$ cat config.mk
export PLATFORM = sky130hd
export DESIGN_NAME = instr_loader
export DESIGN_NICKNAME = d
export VERILOG_FILES = /design/src/rtl/instr_loader.sv
export SDC_FILE = /design/constraint.sdc
export NUM_CORES = 1
export LEC_CHECK = 0
export CORE_UTILIZATION = 45
export DETAILED_ROUTE_END_ITERATION = 6
export PLACE_DENSITY = 0.73
export SYNTH_ARGS = -nofsm -noshare
export SYNTH_HDL_FRONTEND = slang
export SYNTH_SLANG_ARGS = --single-unit
$ cat constraint.sdc
create_clock -name clk -period 4.25 [get_ports clk]
set_input_delay 1.0625 -clock clk [delete_from_list [all_inputs] [get_ports clk]]
set_output_delay 1.0625 -clock clk [all_outputs]
set_load 0.005 [all_outputs]
$ cat src/rtl/instr_loader.sv
// -----------------------------------------------------------------------------
// instr_loader
//   Program loader on the write side of the instruction fetch path. It accepts
//   a framed byte stream and assembles big-endian 32-bit words. The words are
//   written to consecutive instruction-memory addresses starting at 0. The
//   processor is held in reset until the whole image is written and its XOR
//   checksum matches.
//
//   Frame: COUNT_HI, COUNT_LO (word count N), N*4 payload bytes (each word MSB
//   first), then CHK = XOR of every preceding byte of the frame.
//
// Ports
//   clk          system clock, rising edge
//   rst          asynchronous active-low reset
//   in_valid     in_data holds a byte
//   in_data      stream byte
//   in_ready     loader accepts a byte this cycle
//   restart      single-cycle pulse, honoured only in DONE or ERROR
//   mem_we       instruction-memory write strobe, one cycle per word
//   mem_addr     word address of the write
//   mem_wdata    word to write
//   cpu_rst      processor reset, active-high, released only on a good load
//   done         image loaded and checksum matched
//   error        load rejected
//   words_loaded words written in the current load
// -----------------------------------------------------------------------------
module instr_loader #(
    parameter int ADDR_WIDTH = 10,
    parameter int DATA_WIDTH = 32
) (
    input  logic                  clk,
    input  logic                  rst,
    input  logic                  in_valid,
    input  logic [7:0]            in_data,
    output logic                  in_ready,
    input  logic                  restart,
    output logic                  mem_we,
    output logic [ADDR_WIDTH-1:0] mem_addr,
    output logic [DATA_WIDTH-1:0] mem_wdata,
    output logic                  cpu_rst,
    output logic                  done,
    output logic                  error,
    output logic [ADDR_WIDTH:0]   words_loaded
);

    typedef enum logic [2:0] {
        ST_HDR_HI = 3'd0,
        ST_HDR_LO = 3'd1,
        ST_DATA   = 3'd2,
        ST_CHECK  = 3'd3,
        ST_DONE   = 3'd4,
        ST_ERROR  = 3'd5
    } state_t;

    // Largest legal word count: the full memory depth.
    localparam logic [16:0]         MAX_WORDS_C = 17'(2 ** ADDR_WIDTH);
    localparam logic [ADDR_WIDTH:0] WORD_ONE_C  = {{ADDR_WIDTH{1'b0}}, 1'b1};

    // Running checksum update step.
    function automatic logic [7:0] chk_fold(input logic [7:0] acc, input logic [7:0] b);
        return acc ^ b;
    endfunction

    state_t                  state_r;
    state_t                  next_state_s;
    logic                    accept_s;
    logic [16:0]             n_full_s;
    logic                    last_byte_s;

    logic [7:0]              count_hi_r;
    logic [ADDR_WIDTH:0]     n_r;
    logic [7:0]              xor_r;
    logic [1:0]              lane_r;
    logic [DATA_WIDTH-9:0]   shift_r;
    logic                    mem_we_r;
    logic [ADDR_WIDTH-1:0]   mem_addr_r;
    logic [DATA_WIDTH-1:0]   mem_wdata_r;
    logic [ADDR_WIDTH:0]     words_loaded_r;
    logic                    in_ready_r;
    logic                    cpu_rst_r;
    logic                    done_r;
    logic                    error_r;

    assign in_ready     = in_ready_r;
    assign mem_we       = mem_we_r;
    assign mem_addr     = mem_addr_r;
    assign mem_wdata    = mem_wdata_r;
    assign cpu_rst      = cpu_rst_r;
    assign done         = done_r;
    assign error        = error_r;
    assign words_loaded = words_loaded_r;

    // Handshake, full word count and last-payload-byte decode.
    always_comb begin
        accept_s    = in_valid && in_ready_r;
        n_full_s    = {1'b0, count_hi_r, in_data};
        // words_loaded_r still counts the words completed before this byte.
        last_byte_s = (lane_r == 2'd3) && ((words_loaded_r + WORD_ONE_C) == n_r);
    end

    // State register.
    always_ff @(posedge clk or negedge rst) begin
        if (!rst) begin
            state_r <= ST_HDR_HI;
        end else begin
            state_r <= next_state_s;
        end
    end

    // Next-state decode.
    always_comb begin
        next_state_s = state_r;
        case (state_r)
            ST_HDR_HI: begin
                if (accept_s) begin
                    next_state_s = ST_HDR_LO;
                end else begin
                    next_state_s = ST_HDR_HI;
                end
            end
            ST_HDR_LO: begin
                if (!accept_s) begin
                    next_state_s = ST_HDR_LO;
                end else if (n_full_s > MAX_WORDS_C) begin
                    next_state_s = ST_ERROR;
                end else if (n_full_s == 17'd0) begin
                    next_state_s = ST_CHECK;
                end else begin
                    next_state_s = ST_DATA;
                end
            end
            ST_DATA: begin
                if (accept_s && last_byte_s) begin
                    next_state_s = ST_CHECK;
                end else begin
                    next_state_s = ST_DATA;
                end
            end
            ST_CHECK: begin
                if (!accept_s) begin
                    next_state_s = ST_CHECK;
                end else if (in_data == xor_r) begin
                    next_state_s = ST_DONE;
                end else begin
                    next_state_s = ST_ERROR;
                end
            end
            ST_DONE, ST_ERROR: begin
                if (restart) begin
                    next_state_s = ST_HDR_HI;
                end else begin
                    next_state_s = state_r;
                end
            end
            default: begin
                next_state_s = ST_HDR_HI;
            end
        endcase
    end

    // Status outputs, registered from the next state so they change with it.
    always_ff @(posedge clk or negedge rst) begin
        if (!rst) begin
            in_ready_r <= 1'b1;
            cpu_rst_r  <= 1'b1;
            done_r     <= 1'b0;
            error_r    <= 1'b0;
        end else begin
            in_ready_r <= (next_state_s != ST_DONE) && (next_state_s != ST_ERROR);
            cpu_rst_r  <= (next_state_s != ST_DONE);
            done_r     <= (next_state_s == ST_DONE);
            error_r    <= (next_state_s == ST_ERROR);
        end
    end

    // Header capture, checksum, word assembly and memory write strobe.
    always_ff @(posedge clk or negedge rst) begin
        if (!rst) begin
            count_hi_r     <= 8'd0;
            n_r            <= '0;
            xor_r          <= 8'd0;
            lane_r         <= 2'd0;
            shift_r        <= '0;
            mem_we_r       <= 1'b0;
            mem_addr_r     <= '0;
            mem_wdata_r    <= '0;
            words_loaded_r <= '0;
        end else begin
            mem_we_r <= 1'b0;
            case (state_r)
                ST_HDR_HI: begin
                    if (accept_s) begin
                        count_hi_r <= in_data;
                        xor_r      <= chk_fold(xor_r, in_data);
                    end
                end
                ST_HDR_LO: begin
                    if (accept_s) begin
                        // Only meaningful when the count is legal; an
                        // over-length count goes straight to ERROR.
                        n_r   <= n_full_s[ADDR_WIDTH:0];
                        xor_r <= chk_fold(xor_r, in_data);
                    end
                end
                ST_DATA: begin
                    if (accept_s) begin
                        xor_r  <= chk_fold(xor_r, in_data);
                        lane_r <= lane_r + 2'd1;
                        if (lane_r == 2'd3) begin
                            mem_wdata_r    <= {shift_r, in_data};
                            mem_addr_r     <= words_loaded_r[ADDR_WIDTH-1:0];
                            mem_we_r       <= 1'b1;
                            words_loaded_r <= words_loaded_r + WORD_ONE_C;
                        end else begin
                            shift_r <= {shift_r[DATA_WIDTH-17:0], in_data};
                        end
                    end
                end
                ST_DONE, ST_ERROR: begin
                    if (restart) begin
                        words_loaded_r <= '0;
                        lane_r         <= 2'd0;
                        xor_r          <= 8'd0;
                    end
                end
                default: begin
                    // CHECK only compares; nothing to update here.
                end
            endcase
        end
    end

endmodule
==> results of run 1 <==
-- synthesized netlist by cell type (4+ instances only) --
| cell type | number | area, um2 |
|---|---|---|
| sky130_fd_sc_hd__clkbuf_1 | 15 | 56.3 |
| sky130_fd_sc_hd__dfrtp_1 | 112 | 2800 |
| sky130_fd_sc_hd__buf_2 | 14 | 70.1 |
| sky130_fd_sc_hd__nand2_1 | 152 | 571 |
| sky130_fd_sc_hd__mux2_2 | 41 | 462 |
| sky130_fd_sc_hd__nor2b_1 | 7 | 43.8 |
| sky130_fd_sc_hd__a31oi_1 | 4 | 25.0 |
| sky130_fd_sc_hd__a21oi_1 | 7 | 35.0 |
| sky130_fd_sc_hd__nor2_1 | 16 | 60.1 |
| sky130_fd_sc_hd__xnor2_1 | 7 | 61.3 |
| sky130_fd_sc_hd__xor2_1 | 12 | 105 |
| sky130_fd_sc_hd__nand3_1 | 8 | 40.0 |
| sky130_fd_sc_hd__o31ai_1 | 4 | 30.0 |
| sky130_fd_sc_hd__inv_1 | 4 | 15.0 |
| sky130_fd_sc_hd__o21ai_0 | 39 | 195 |
| sky130_fd_sc_hd__nor3_1 | 4 | 20.0 |
-- layout make-up --
type | count | area (um2) | share of cell area
clock buffer | 17 | 425 | 0.0655
clock inverter | 15 | 160 | 0.0247
inverter | 5 | 18.8 | 0.00289
multi-input combinational | 353 | 2120 | 0.326
sequential | 114 | 2860 | 0.440
tap | 140 | 175 | 0.0270
timing repair buffer | 76 | 741 | 0.114
-- metal layers --
layer | up-vias | track usage
li1 | 1827 | -
met1 | 1909 | 0.299
met2 | 99 | 0.343
met3 | 13 | 0.0365
met4 | 0 | 0.0907
met5 | - | 0
-- sequential cells by signal, summed over array words and instances (netlist names) --
signal / cells
mem_wdata: 32
done: 1
xor_r: 8
lane_r: 2
cpu_rst: 1
state_r: 3
n_r: 11
words_loaded: 11
mem_addr: 10
in_ready: 1
count_hi_r: 8
mem_we: 1
error: 1
shift_r: 24
-- worst max-delay path, cell delays in order --
cell                              delay [ns]
sky130_fd_sc_hd__clkdlybuf4s50_1        0.44
sky130_fd_sc_hd__and2_1                 0.23
sky130_fd_sc_hd__nand3_2                0.16
sky130_fd_sc_hd__inv_2                  0.17
sky130_fd_sc_hd__a21oi_1                0.74
sky130_fd_sc_hd__o21ai_0                0.26
sky130_fd_sc_hd__o21ai_0                0.14
-- cells in the final DEF (no fill, tap or decap), types with 2 or more instances in the layout --
cell | netlist | layout
sky130_fd_sc_hd__a21oi_1 | 7 | 7
sky130_fd_sc_hd__a22o_1 | 2 | 2
sky130_fd_sc_hd__a31oi_1 | 4 | 4
sky130_fd_sc_hd__and2_1 | 3 | 3
sky130_fd_sc_hd__and3_1 | 3 | 3
sky130_fd_sc_hd__buf_4 | 2 | 8
sky130_fd_sc_hd__bufinv_16 | 0 | 2
sky130_fd_sc_hd__clkbuf_16 | 0 | 17
sky130_fd_sc_hd__clkdlybuf4s50_1 | 0 | 68
sky130_fd_sc_hd__clkinv_2 | 0 | 2
sky130_fd_sc_hd__clkinv_4 | 0 | 3
sky130_fd_sc_hd__clkinvlp_4 | 0 | 5
sky130_fd_sc_hd__dfrtp_1 | 112 | 112
sky130_fd_sc_hd__dfstp_2 | 2 | 2
sky130_fd_sc_hd__ha_1 | 2 | 2
sky130_fd_sc_hd__inv_1 | 4 | 4
sky130_fd_sc_hd__inv_6 | 0 | 3
sky130_fd_sc_hd__mux2_2 | 41 | 41
sky130_fd_sc_hd__nand2_1 | 152 | 152
sky130_fd_sc_hd__nand3_1 | 8 | 7
sky130_fd_sc_hd__nand3_2 | 1 | 2
sky130_fd_sc_hd__nand3b_1 | 3 | 3
sky130_fd_sc_hd__nand4_1 | 3 | 3
sky130_fd_sc_hd__nor2_1 | 16 | 16
sky130_fd_sc_hd__nor2b_1 | 7 | 7
sky130_fd_sc_hd__nor3_1 | 4 | 4
sky130_fd_sc_hd__nor3b_1 | 2 | 2
sky130_fd_sc_hd__nor4_1 | 3 | 3
sky130_fd_sc_hd__nor4_4 | 2 | 2
sky130_fd_sc_hd__o21ai_0 | 39 | 39
sky130_fd_sc_hd__o31ai_1 | 4 | 4
sky130_fd_sc_hd__xnor2_1 | 7 | 7
sky130_fd_sc_hd__xor2_1 | 12 | 12
-- final timing paths --
check	startpoint	to	slack, ns	cells past startpoint
max in group asynchronous	rst	shift_r[5]$_DFFE_PN0P_	2.61	2
worst min register to register	shift_r[21]$_DFFE_PN0P_	mem_wdata[29]$_DFFE_PN0P_	0.47	2
worst max register to register	words_loaded[0]$_DFFE_PN0P_	error$_DFF_PN0_	1.74	7
worst min-delay path	shift_r[21]$_DFFE_PN0P_	mem_wdata[29]$_DFFE_PN0P_	0.47	2
min in group asynchronous	rst	mem_wdata[7]$_DFFE_PN0P_	0.82	1
worst max-delay path	in_valid	words_loaded[5]$_DFFE_PN0P_	1.34	7
-- cell families after synthesis --
| family | Yosys count | synth area share |
|---|---|---|
| AO/OA/AOI/OAI | 68 | 0.0815 |
| AND/OR/NAND/NOR | 222 | 0.200 |
| adder cells (fa/ha/maj) | 2 | 0.00487 |
| multiplexers | 42 | 0.0917 |
| XOR/XNOR | 19 | 0.0324 |
| buffers and inverters | 38 | 0.0341 |
| flip-flops | 114 | 0.555 |
-- power by group through the flow --
stage                     Combinational (mW)  Sequential [mW]  Clock (mW)
after floorplan                        0.481             1.42           0
after global placement                 0.600             1.48           0
after detailed placement               0.623             1.49           0
after CTS                              0.635             1.47        1.41
after global routing                   0.698             1.50        1.47
final                                  0.630             1.48        1.39
==> impl_metrics.prom, run 1 <==
# TYPE chip_impl_metric gauge
chip_impl_metric{name="met2RoutedLength",unit="mm"} 5.69
chip_impl_metric{name="syn_avg_cell_area",unit="um2"} 10.2
chip_impl_metric{name="fp.dieArea",unit="um2"} 11900
chip_impl_metric{name="placement.cell_area",unit="um2"} 5910
chip_impl_metric{name="grt_antenna_before_repair",unit=""} 0
chip_impl_metric{name="async_flop_share",unit=""} 1.00
chip_impl_metric{name="synth_edf_count",unit=""} 0
chip_impl_metric{name="placement_rows",unit=""} 38
chip_impl_metric{name="final_net_count",unit=""} 581
chip_impl_metric{name="share_seq_of_total_power",unit=""} 0.422
chip_impl_metric{name="max-cap-violations",unit=""} 0
chip_impl_info{name="cp-end-kind",value="flip-flop"} 1
chip_impl_info{name="crit_type",value="in -> reg"} 1
chip_impl_metric{name="sw_frac_of_total",unit=""} 0.293
chip_impl_metric{name="share_of_the_yosys_chip_area_belonging_to_registers",unit=""} 0.555
chip_impl_metric{name="syn_to_final_growth",unit="%"} 26.3
chip_impl_metric{name="ys_seq_elements",unit=""} 114
chip_impl_metric{name="p_int",unit="mW"} 2.47
chip_impl_metric{name="drive_gt1_frac",unit=""} 0.172
chip_impl_info{name="timing.hold.worst.class",value="reg -> reg"} 1
chip_impl_metric{name="firstDrtPassIters",unit=""} 5
chip_impl_metric{name="avgViaCountPerCell",unit=""} 5.34
chip_impl_metric{name="wire_per_inst",unit="um"} 16.1
chip_impl_metric{name="hold_buffers",unit=""} 0
chip_impl_metric{name="postCtsSetupRepairBufs",unit=""} 0
chip_impl_metric{name="yosys.cell_types.count",unit=""} 59
chip_impl_metric{name="timing.slew.headroom",unit=""} 0.344
chip_impl_metric{name="detailedPlacementHpwl",unit="mm"} 7.56
chip_impl_metric{name="detail_route.iter0.violations",unit=""} 213
chip_impl_metric{name="clk_pin_slew",unit="ns"} 0.06
chip_impl_metric{name="syn-cell-area",unit="um2"} 5140
chip_impl_metric{name="grt_start_max_net_pins",unit=""} 81
chip_impl_metric{name="final.setup_skew",unit="ns"} 0.00695
chip_impl_metric{name="final.min_clock_period",unit="ns"} 2.91
chip_impl_info{name="synth-main-ff-cell",value="sky130_fd_sc_hd__dfrtp_1"} 1
chip_impl_metric{name="wirelength",unit="mm"} 11.6
chip_impl_metric{name="die_width",unit="um"} 109
chip_impl_metric{name="tritoncts.num_buffers",unit=""} 17
chip_impl_metric{name="pwr-share-clk",unit=""} 0.398
chip_impl_metric{name="worst_skew_pair.late_latency",unit="ns"} 0.41
chip_impl_metric{name="finalSetupViolCount",unit=""} 0
chip_impl_info{name="grt_setup_unrepaired",value="no"} 1
chip_impl_metric{name="cellPowerDensity",unit="nW/um2"} 539
chip_impl_metric{name="first_global_vias",unit=""} 3885
chip_impl_metric{name="sw_power",unit="mW"} 1.03
chip_impl_metric{name="met1_length",unit="mm"} 5.29
chip_impl_metric{name="gp_congestion",unit=""} 0.819
chip_impl_metric{name="route.vias.total",unit=""} 3848
chip_impl_metric{name="postLayoutCellArea",unit="um2"} 6490
chip_impl_metric{name="overflow",unit=""} 0
chip_impl_metric{name="slew_violations",unit=""} 0
chip_impl_metric{name="max_freq",unit="GHz"} 0.344
chip_impl_metric{name="finalPower",unit="mW"} 3.50
chip_impl_info{name="maxUsedRoutingLayer",value="met4"} 1
chip_impl_metric{name="synth_fp_nets",unit=""} 519
chip_impl_metric{name="synth.yosys.warnings",unit=""} 0
chip_impl_metric{name="worst-endpoint-required",unit="ns"} 4.56
chip_impl_metric{name="path_max_fanout",unit=""} 17
chip_impl_metric{name="final_clock_period_utilization_by_the_worst_path",unit=""} 0.685
chip_impl_metric{name="ir_drop",unit="mV"} 0.444
chip_impl_metric{name="ctsHtreeMaxLevel",unit=""} 4
chip_impl_metric{name="detail-route-antenna-nets",unit=""} 0
chip_impl_metric{name="timing.setup.tns",unit="ns"} 0
chip_impl_info{name="cts_tree",value="built"} 1
chip_impl_metric{name="final-instance-count-excl-fill",unit=""} 720
chip_impl_metric{name="drt_drc_violations_left",unit=""} 0
chip_impl_metric{name="crit_arrival",unit="ns"} 3.22
chip_impl_metric{name="io_buffer_count",unit=""} 69
chip_impl_metric{name="cts.repair.resized",unit=""} 0
chip_impl_metric{name="floorplan.core_area",unit="um2"} 11000
chip_impl_metric{name="starting_utilization_of_the_core_area",unit=""} 0.468
chip_impl_info{name="cts_root_buffer",value="sky130_fd_sc_hd__clkbuf_16"} 1
chip_impl_metric{name="timing.final.hold_violations",unit=""} 0
chip_impl_metric{name="routed_met3_length",unit="um"} 450
chip_impl_metric{name="grt.total_usage",unit=""} 0.218
chip_impl_info{name="timing.critical_path.from_type",value="input port"} 1
chip_impl_metric{name="syn_inst",unit=""} 505
chip_impl_metric{name="fill_count",unit=""} 890
chip_impl_metric{name="dp.cells",unit=""} 688
chip_impl_metric{name="pwr-share-comb",unit=""} 0.180
chip_impl_metric{name="diodes",unit=""} 0
chip_impl_metric{name="power.static_leakage",unit="nW"} 3.05
chip_impl_metric{name="top_level_pins",unit=""} 70
chip_impl_metric{name="hold-worst-slack",unit="ns"} 0.469
chip_impl_info{name="run_status",value="complete, no violations"} 1
chip_impl_metric{name="die-height",unit="um"} 109
chip_impl_metric{name="util_after_layout",unit=""} 0.591
chip_impl_metric{name="clk_sink_count",unit=""} 114
chip_impl_metric{name="clock_tree.buffer_depth",unit=""} 2
chip_impl_metric{name="place_ws",unit="ns"} 0.934
chip_impl_metric{name="tightest_slew",unit="ns"} 0.984
chip_impl_metric{name="final.setup.worst_slack",unit="ns"} 1.34
chip_impl_metric{name="grt_first_pass_wirelength",unit="mm"} 19.4
Power figures use the tool's default switching activity.
==> run 2: changes to the inputs <==
--- a/config.mk
+++ b/config.mk
@@ -7,7 +7,7 @@
 export LEC_CHECK = 0
 export CORE_UTILIZATION = 45
 export DETAILED_ROUTE_END_ITERATION = 6
-export PLACE_DENSITY = 0.73
+export PLACE_DENSITY = 0.75
 export SYNTH_ARGS = -nofsm -noshare
 export SYNTH_HDL_FRONTEND = slang
 export SYNTH_SLANG_ARGS = --single-unit
==> constraint.sdc (replaced) <==
create_clock -name clk -period 2.4 [get_ports clk]
set_input_delay 0.6 -clock clk [delete_from_list [all_inputs] [get_ports clk]]
set_output_delay 0.6 -clock clk [all_outputs]
set_load 0.005 [all_outputs]
==> run 2 against run 1 <==
Net effect:
- hold slack worse by 0.42 ns
- design area up 3.2%
- sequential share of layout area decreased by 1.4 points
- utilization up 1.9 points
- global-route usage hardly changed
- flip-flop and latch count did not move
- count of clock-buffer cells in the layout unchanged
- routed wire length grew 1.0%
- critical path type unchanged
- highest routed layer unchanged
==> impl_metrics.prom, run 2 (synthesis gave the netlist of run 1 again) <==
# TYPE chip_impl_metric gauge
chip_impl_metric{name="tritoncts.num_buffers",unit=""} 17
chip_impl_metric{name="io_buffer_count",unit=""} 69
chip_impl_metric{name="cellPowerDensity",unit="nW/um2"} 946
chip_impl_metric{name="diodes",unit=""} 0
chip_impl_info{name="run_status",value="complete, no violations"} 1
chip_impl_metric{name="ir_drop",unit="mV"} 0.512
chip_impl_metric{name="final.setup_skew",unit="ns"} 0.00800
chip_impl_metric{name="clk_sink_count",unit=""} 114
chip_impl_metric{name="grt_start_max_net_pins",unit=""} 99
chip_impl_metric{name="starting_utilization_of_the_core_area",unit=""} 0.468
chip_impl_metric{name="power.static_leakage",unit="nW"} 3.18
chip_impl_metric{name="syn_to_final_growth",unit="%"} 30.3
chip_impl_metric{name="top_level_pins",unit=""} 70
chip_impl_metric{name="timing.final.hold_violations",unit=""} 0
chip_impl_metric{name="grt_first_pass_wirelength",unit="mm"} 19.6
chip_impl_metric{name="drive_gt1_frac",unit=""} 0.201
chip_impl_info{name="grt_setup_unrepaired",value="no"} 1
chip_impl_metric{name="r2r.worst_path.cells",unit=""} 7
chip_impl_info{name="cts_tree",value="built"} 1
chip_impl_metric{name="dp.cells",unit=""} 709
chip_impl_metric{name="first_global_vias",unit=""} 3880
chip_impl_metric{name="fp.dieArea",unit="um2"} 11900
chip_impl_metric{name="util_after_layout",unit=""} 0.610
chip_impl_metric{name="crit_arrival",unit="ns"} 2.62
chip_impl_metric{name="firstDrtPassIters",unit=""} 4
chip_impl_metric{name="die-height",unit="um"} 109
chip_impl_metric{name="final-instance-count-excl-fill",unit=""} 741
chip_impl_metric{name="wire_per_inst",unit="um"} 15.8
chip_impl_metric{name="path_max_fanout",unit=""} 4
chip_impl_metric{name="timing.slew.headroom",unit=""} 0.460
chip_impl_metric{name="final_clock_period_utilization_by_the_worst_path",unit=""} 0.954
chip_impl_metric{name="final.min_clock_period",unit="ns"} 2.29
chip_impl_metric{name="avgViaCountPerCell",unit=""} 5.28
chip_impl_info{name="cts_root_buffer",value="sky130_fd_sc_hd__clkbuf_16"} 1
chip_impl_info{name="crit_type",value="in -> reg"} 1
chip_impl_metric{name="max_freq",unit="GHz"} 0.437
chip_impl_info{name="timing.critical_path.from_type",value="input port"} 1
chip_impl_metric{name="worst-endpoint-required",unit="ns"} 2.73
chip_impl_metric{name="tightest_slew",unit="ns"} 0.810
chip_impl_metric{name="largest_register_ffs",unit=""} 32
chip_impl_metric{name="detail_route.iter0.violations",unit=""} 167
chip_impl_metric{name="grt.total_usage",unit=""} 0.218
chip_impl_metric{name="placement_rows",unit=""} 38
chip_impl_metric{name="die_width",unit="um"} 109
chip_impl_info{name="most_common_cell_after_layout_fill_and_taps_aside",value="sky130_fd_sc_hd__nand2_1"} 1
chip_impl_metric{name="detailedPlacementHpwl",unit="mm"} 7.73
chip_impl_metric{name="floorplan.core_area",unit="um2"} 11000
chip_impl_metric{name="timing.setup.tns",unit="ns"} 0
chip_impl_metric{name="route.vias.total",unit=""} 3909
chip_impl_metric{name="slew_violations",unit=""} 0
chip_impl_metric{name="detail-route-antenna-nets",unit=""} 0
chip_impl_metric{name="final_net_count",unit=""} 602
chip_impl_metric{name="gp_congestion",unit=""} 0.822
chip_impl_metric{name="hold-worst-slack",unit="ns"} 0.0524
chip_impl_metric{name="finalSetupViolCount",unit=""} 0
chip_impl_metric{name="ctsHtreeMaxLevel",unit=""} 4
chip_impl_metric{name="wirelength",unit="mm"} 11.7
chip_impl_info{name="layout.cells.most_common_list",value="sky130_fd_sc_hd__nand2_1, sky130_fd_sc_hd__dfrtp_1, sky130_fd_sc_hd__clkdlybuf4s50_1, sky130_fd_sc_hd__mux2_2, sky130_fd_sc_hd__o21ai_0"} 1
chip_impl_metric{name="clk_pin_slew",unit="ns"} 0.06
chip_impl_metric{name="fill_count",unit=""} 880
chip_impl_info{name="cp-end-kind",value="flip-flop"} 1
chip_impl_metric{name="worst_skew_pair.late_latency",unit="ns"} 0.41
chip_impl_metric{name="overflow",unit=""} 0
chip_impl_metric{name="hold_buffers",unit=""} 0
chip_impl_metric{name="max-cap-violations",unit=""} 0
chip_impl_metric{name="drt_drc_violations_left",unit=""} 0
chip_impl_info{name="timing.hold.worst.class",value="in -> async"} 1
chip_impl_metric{name="grt_antenna_before_repair",unit=""} 0
chip_impl_metric{name="clock_tree.buffer_depth",unit=""} 2
[run 2: path summary, 6_finish.rpt]
check / to / slack, ns / startpoint
worst max register to register: error$_DFF_PN0_ / 0.20 / words_loaded[0]$_DFFE_PN0P_
min in group clk: mem_wdata[26]$_DFFE_PN0P_ / 0.46 / shift_r[18]$_DFFE_PN0P_
max in group asynchronous: shift_r[19]$_DFFE_PN0P_ / 1.58 / rst
worst min-delay path: mem_wdata[2]$_DFFE_PN0P_ / 0.05 / rst
worst max-delay path: cpu_rst$_DFF_PN1_ / 0.11 / in_data[4]
worst min register to register: mem_wdata[26]$_DFFE_PN0P_ / 0.46 / shift_r[18]$_DFFE_PN0P_
[run 2: per-stage QoR]
step | total power [mW] | cell area, um2 | setup WS (ns)
after detailed placement | 3.81 | 6090 | -0.248
final | 6.34 | 6700 | 0.109
after global routing | 6.66 | 6700 | 0.0532
after floorplan | 3.36 | 5140 | 0.286
after global placement | 3.76 | 6090 | -0.216
after CTS | 6.37 | 6690 | 0.156
[run 2: where the power goes]
| group | switching (mW) | internal [mW] |
|---|---|---|
| registers | 0.323 | 2.28 |
| logic | 0.568 | 0.637 |
| clock network | 0.970 | 1.56 |
[run 2: per-layer routing]
| layer | GRT usage | share of wire | wire [um] | up-vias |
|---|---|---|---|---|
| met5 | 0 | 0 | 0 | - |
| met4 | 0.0656 | 0.0070 | 82 | 0 |
| met1 | 0.299 | 0.46 | 5330 | 1924 |
| met3 | 0.0526 | 0.041 | 476 | 7 |
| li1 | - | - | - | 1878 |
| met2 | 0.344 | 0.50 | 5810 | 100 |
[run 2: repair_timing]
| action | CTS | global route |
|---|---|---|
| resized for setup | 0 | 1 |
| setup endpoints to repair | 0 | 1 |
| buffers inserted | 0 | 0 |
| hold endpoints to repair | 0 | 0 |
[run 2: critical path, cell delays in order]
cell	delay [ns]
sky130_fd_sc_hd__clkdlybuf4s50_1	0.46
sky130_fd_sc_hd__nor4_4	0.33
sky130_fd_sc_hd__a31oi_1	0.14
sky130_fd_sc_hd__o41a_1	0.42
sky130_fd_sc_hd__nor3_2	0.31
sky130_fd_sc_hd__o31ai_4	0.14
sky130_fd_sc_hd__or2_1	0.23
[run 2: final cells by class]
class | count | area (um2) | area share
clock buffers | 17 | 425 | 0.0635
clock inverters | 15 | 175 | 0.0261
multi-input cells | 353 | 2130 | 0.317
repair buffers | 97 | 923 | 0.138
inverters | 5 | 18.8 | 0.00280
well taps | 140 | 175 | 0.0261
flip-flops and latches | 114 | 2860 | 0.426
==> run 3: changes to the inputs <==
--- a/config.mk
+++ b/config.mk
@@ -7,7 +7,7 @@
 export LEC_CHECK = 0
 export CORE_UTILIZATION = 45
 export DETAILED_ROUTE_END_ITERATION = 6
-export PLACE_DENSITY = 0.75
+export PLACE_DENSITY = 0.73
 export SYNTH_ARGS = -nofsm -noshare
 export SYNTH_HDL_FRONTEND = slang
 export SYNTH_SLANG_ARGS = --single-unit
==> constraint.sdc (replaced) <==
create_clock -name clk -period 2.2 [get_ports clk]
set_input_delay 0.55 -clock clk [delete_from_list [all_inputs] [get_ports clk]]
set_output_delay 0.55 -clock clk [all_outputs]
set_load 0.005 [all_outputs]
==> run 3 against run 2 <==
Net effect:
- cell count increased by 0.94%
- largest power group unchanged
- sequential share of layout area decreased by 0.49 points
- count of clock-buffer cells in the layout increased by 2
- flip-flop and latch count unchanged
- via count increased by 3.8%
- critical endpoint is now error$_DFF_PN0_
==> impl_metrics.prom, run 3 (synthesis gave the netlist of run 1 again) <==
# TYPE chip_impl_metric gauge
chip_impl_metric{name="firstDrtPassIters",unit=""} 5
chip_impl_metric{name="tritoncts.num_buffers",unit=""} 17
chip_impl_info{name="cp-end-kind",value="flip-flop"} 1
chip_impl_metric{name="crit_arrival",unit="ns"} 2.45
chip_impl_metric{name="final_net_count",unit=""} 610
chip_impl_metric{name="ctsHtreeMaxLevel",unit=""} 4
chip_impl_metric{name="path_max_fanout",unit=""} 7
chip_impl_metric{name="floorplan.core_area",unit="um2"} 11000
chip_impl_info{name="layout.cells.most_common_list",value="sky130_fd_sc_hd__nand2_1, sky130_fd_sc_hd__dfrtp_1, sky130_fd_sc_hd__clkdlybuf4s50_1, sky130_fd_sc_hd__mux2_2, sky130_fd_sc_hd__o21ai_0"} 1
chip_impl_metric{name="sw_power",unit="mW"} 2.00
chip_impl_metric{name="diodes",unit=""} 0
chip_impl_metric{name="util_after_layout",unit=""} 0.617
chip_impl_metric{name="worst_skew_pair.late_latency",unit="ns"} 0.40
chip_impl_metric{name="grt.total_usage",unit=""} 0.226
chip_impl_metric{name="drive_gt1_frac",unit=""} 0.219
chip_impl_metric{name="p_int",unit="mW"} 4.89
chip_impl_metric{name="starting_utilization_of_the_core_area",unit=""} 0.468
chip_impl_metric{name="placement.cell_area",unit="um2"} 6150
chip_impl_metric{name="clock_tree.buffer_depth",unit=""} 2
chip_impl_metric{name="syn_to_final_growth",unit="%"} 31.8
chip_impl_metric{name="power.static_leakage",unit="nW"} 3.22
chip_impl_info{name="cts_tree",value="built"} 1
chip_impl_metric{name="pwr-share-comb",unit=""} 0.201
chip_impl_metric{name="largest_register_ffs",unit=""} 32
chip_impl_metric{name="fp.dieArea",unit="um2"} 11900
chip_impl_metric{name="hold_buffers",unit=""} 0
chip_impl_metric{name="final.min_clock_period",unit="ns"} 2.12
chip_impl_metric{name="finalSetupViolCount",unit=""} 0
chip_impl_metric{name="slew_violations",unit=""} 0
chip_impl_metric{name="first_global_vias",unit=""} 4080
chip_impl_metric{name="fill_count",unit=""} 874
chip_impl_info{name="timing.hold.worst.class",value="in -> async"} 1
chip_impl_metric{name="timing.slew.headroom",unit=""} 0.645
chip_impl_metric{name="route.vias.total",unit=""} 4058
chip_impl_metric{name="io_buffer_count",unit=""} 69
chip_impl_metric{name="dp.cells",unit=""} 717
chip_impl_info{name="worstReg2RegStart",value="words_loaded[1]$_DFFE_PN0P_"} 1
chip_impl_metric{name="max_freq",unit="GHz"} 0.472
chip_impl_metric{name="timing.final.hold_violations",unit=""} 0
chip_impl_info{name="timing.critical_path.from_type",value="flip-flop"} 1
chip_impl_metric{name="placement_rows",unit=""} 38
chip_impl_info{name="crit_type",value="reg -> reg"} 1
chip_impl_metric{name="worst-endpoint-required",unit="ns"} 2.53
chip_impl_metric{name="worst-r2r-setup-slack",unit="ns"} 0.08
chip_impl_info{name="cts_root_buffer",value="sky130_fd_sc_hd__clkbuf_16"} 1
chip_impl_metric{name="tightest_slew",unit="ns"} 0.526
chip_impl_metric{name="final.setup.worst_slack",unit="ns"} 0.0807
chip_impl_metric{name="ir_drop",unit="mV"} 0.597
chip_impl_metric{name="wirelength",unit="mm"} 12.3
chip_impl_metric{name="final.setup_skew",unit="ns"} 0.00778
chip_impl_metric{name="gp_congestion",unit=""} 0.836
chip_impl_info{name="most_common_cell_after_layout_fill_and_taps_aside",value="sky130_fd_sc_hd__nand2_1"} 1
chip_impl_metric{name="detail_route.iter0.violations",unit=""} 198
chip_impl_metric{name="postLayoutCellArea",unit="um2"} 6780
chip_impl_metric{name="grt_start_max_net_pins",unit=""} 42
chip_impl_metric{name="grt_antenna_before_repair",unit=""} 0
chip_impl_metric{name="drt_drc_violations_left",unit=""} 0
chip_impl_metric{name="grt_first_pass_wirelength",unit="mm"} 20.2
chip_impl_metric{name="pwr-share-clk",unit=""} 0.384
chip_impl_metric{name="cellPowerDensity",unit="nW/um2"} 1020
chip_impl_info{name="run_status",value="complete, no violations"} 1
chip_impl_metric{name="detail-route-antenna-nets",unit=""} 0
chip_impl_metric{name="avgViaCountPerCell",unit=""} 5.43
chip_impl_metric{name="max-cap-violations",unit=""} 0
chip_impl_metric{name="overflow",unit=""} 0
chip_impl_metric{name="finalPower",unit="mW"} 6.89
chip_impl_metric{name="clk_sink_count",unit=""} 114
chip_impl_metric{name="die_width",unit="um"} 109
chip_impl_metric{name="final_clock_period_utilization_by_the_worst_path",unit=""} 0.963
chip_impl_metric{name="final-instance-count-excl-fill",unit=""} 748
chip_impl_info{name="critical_path.startpoint",value="words_loaded[1]$_DFFE_PN0P_"} 1
chip_impl_metric{name="die-height",unit="um"} 109
chip_impl_metric{name="top_level_pins",unit=""} 70
chip_impl_metric{name="wire_per_inst",unit="um"} 16.5
chip_impl_metric{name="place_ws",unit="ns"} -0.372
chip_impl_metric{name="sw_frac_of_total",unit=""} 0.290
chip_impl_metric{name="detailedPlacementHpwl",unit="mm"} 8.15
chip_impl_metric{name="multi_input_combinational_cell_area",unit="um2"} 2160
chip_impl_metric{name="share_seq_of_total_power",unit=""} 0.415
chip_impl_metric{name="sequential_cell_area",unit="um2"} 2860
chip_impl_info{name="grt_setup_unrepaired",value="no"} 1
chip_impl_metric{name="clk_pin_slew",unit="ns"} 0.06
## run 3: changes by cell type in the layout (fill, tap and decap cells not counted), sizes merged
cell	delta
clkinv	+2
dlymetal6s2s	+1
clkbuf	+2
clkdlybuf4s50	-1
buf	+8
clkinvlp	+1
inv	-6
## run 3: final cells by class
cell class / instances / share of cell area
Sequential cell: 114 / 0.421
Multi-Input combinational cell: 353 / 0.319
Timing Repair Buffer: 105 / 0.145
Clock buffer: 19 / 0.0653
Tap cell: 140 / 0.0258
Clock inverter: 12 / 0.0201
Inverter: 5 / 0.00277
## run 3: critical path: stages, from the launching register on
cell	delay, ns
sky130_fd_sc_hd__dfrtp_1	0.39
sky130_fd_sc_hd__ha_2	0.22
sky130_fd_sc_hd__and3_1	0.27
sky130_fd_sc_hd__and3_2	0.26
sky130_fd_sc_hd__xnor2_1	0.24
sky130_fd_sc_hd__nand4_1	0.23
sky130_fd_sc_hd__o31ai_4	0.26
sky130_fd_sc_hd__nor2b_1	0.17
## run 3: stage by stage
step                      hold WS [ns]  TNS [ns]
after global placement           0.444     -4.14
after CTS                       0.0302         0
after floorplan                  0.254         0
final                           0.0306         0
after detailed placement         0.453     -4.27
after global routing            0.0428         0
## run 3: worst paths after layout
kind	to	cells past startpoint
worst max-delay path	error$_DFF_PN0_	7
worst min-delay path	mem_wdata[6]$_DFFE_PN0P_	1
worst max register to register	error$_DFF_PN0_	7
worst min register to register	mem_wdata[29]$_DFFE_PN0P_	2
max in group asynchronous	mem_wdata[13]$_DFFE_PN0P_	2
min in group clk	mem_wdata[29]$_DFFE_PN0P_	2
## run 3: repair_timing
action,CTS,global route
endpoints found under the setup margin,1,5
gates resized for setup,1,9
pin swaps,0,4
setup buffers,0,0
## run 3: layer usage
layer | GRT usage | vias to the layer above | share of wire
met5 | 0 | - | 0
met1 | 0.303 | 2031 | 0.44
met2 | 0.361 | 121 | 0.50
met3 | 0.0496 | 20 | 0.048
li1 | - | 1886 | -
met4 | 0.0820 | 0 | 0.019
## run 3: power groups by stage
stage                     Combinational (mW)  Clock, mW  Sequential, mW
after global routing                    1.52       2.81            2.91
after global placement                  1.26          0            2.85
after detailed placement                1.31          0            2.86
after CTS                               1.34       2.69            2.84
final                                   1.38       2.65            2.86
after floorplan                        0.930          0            2.74
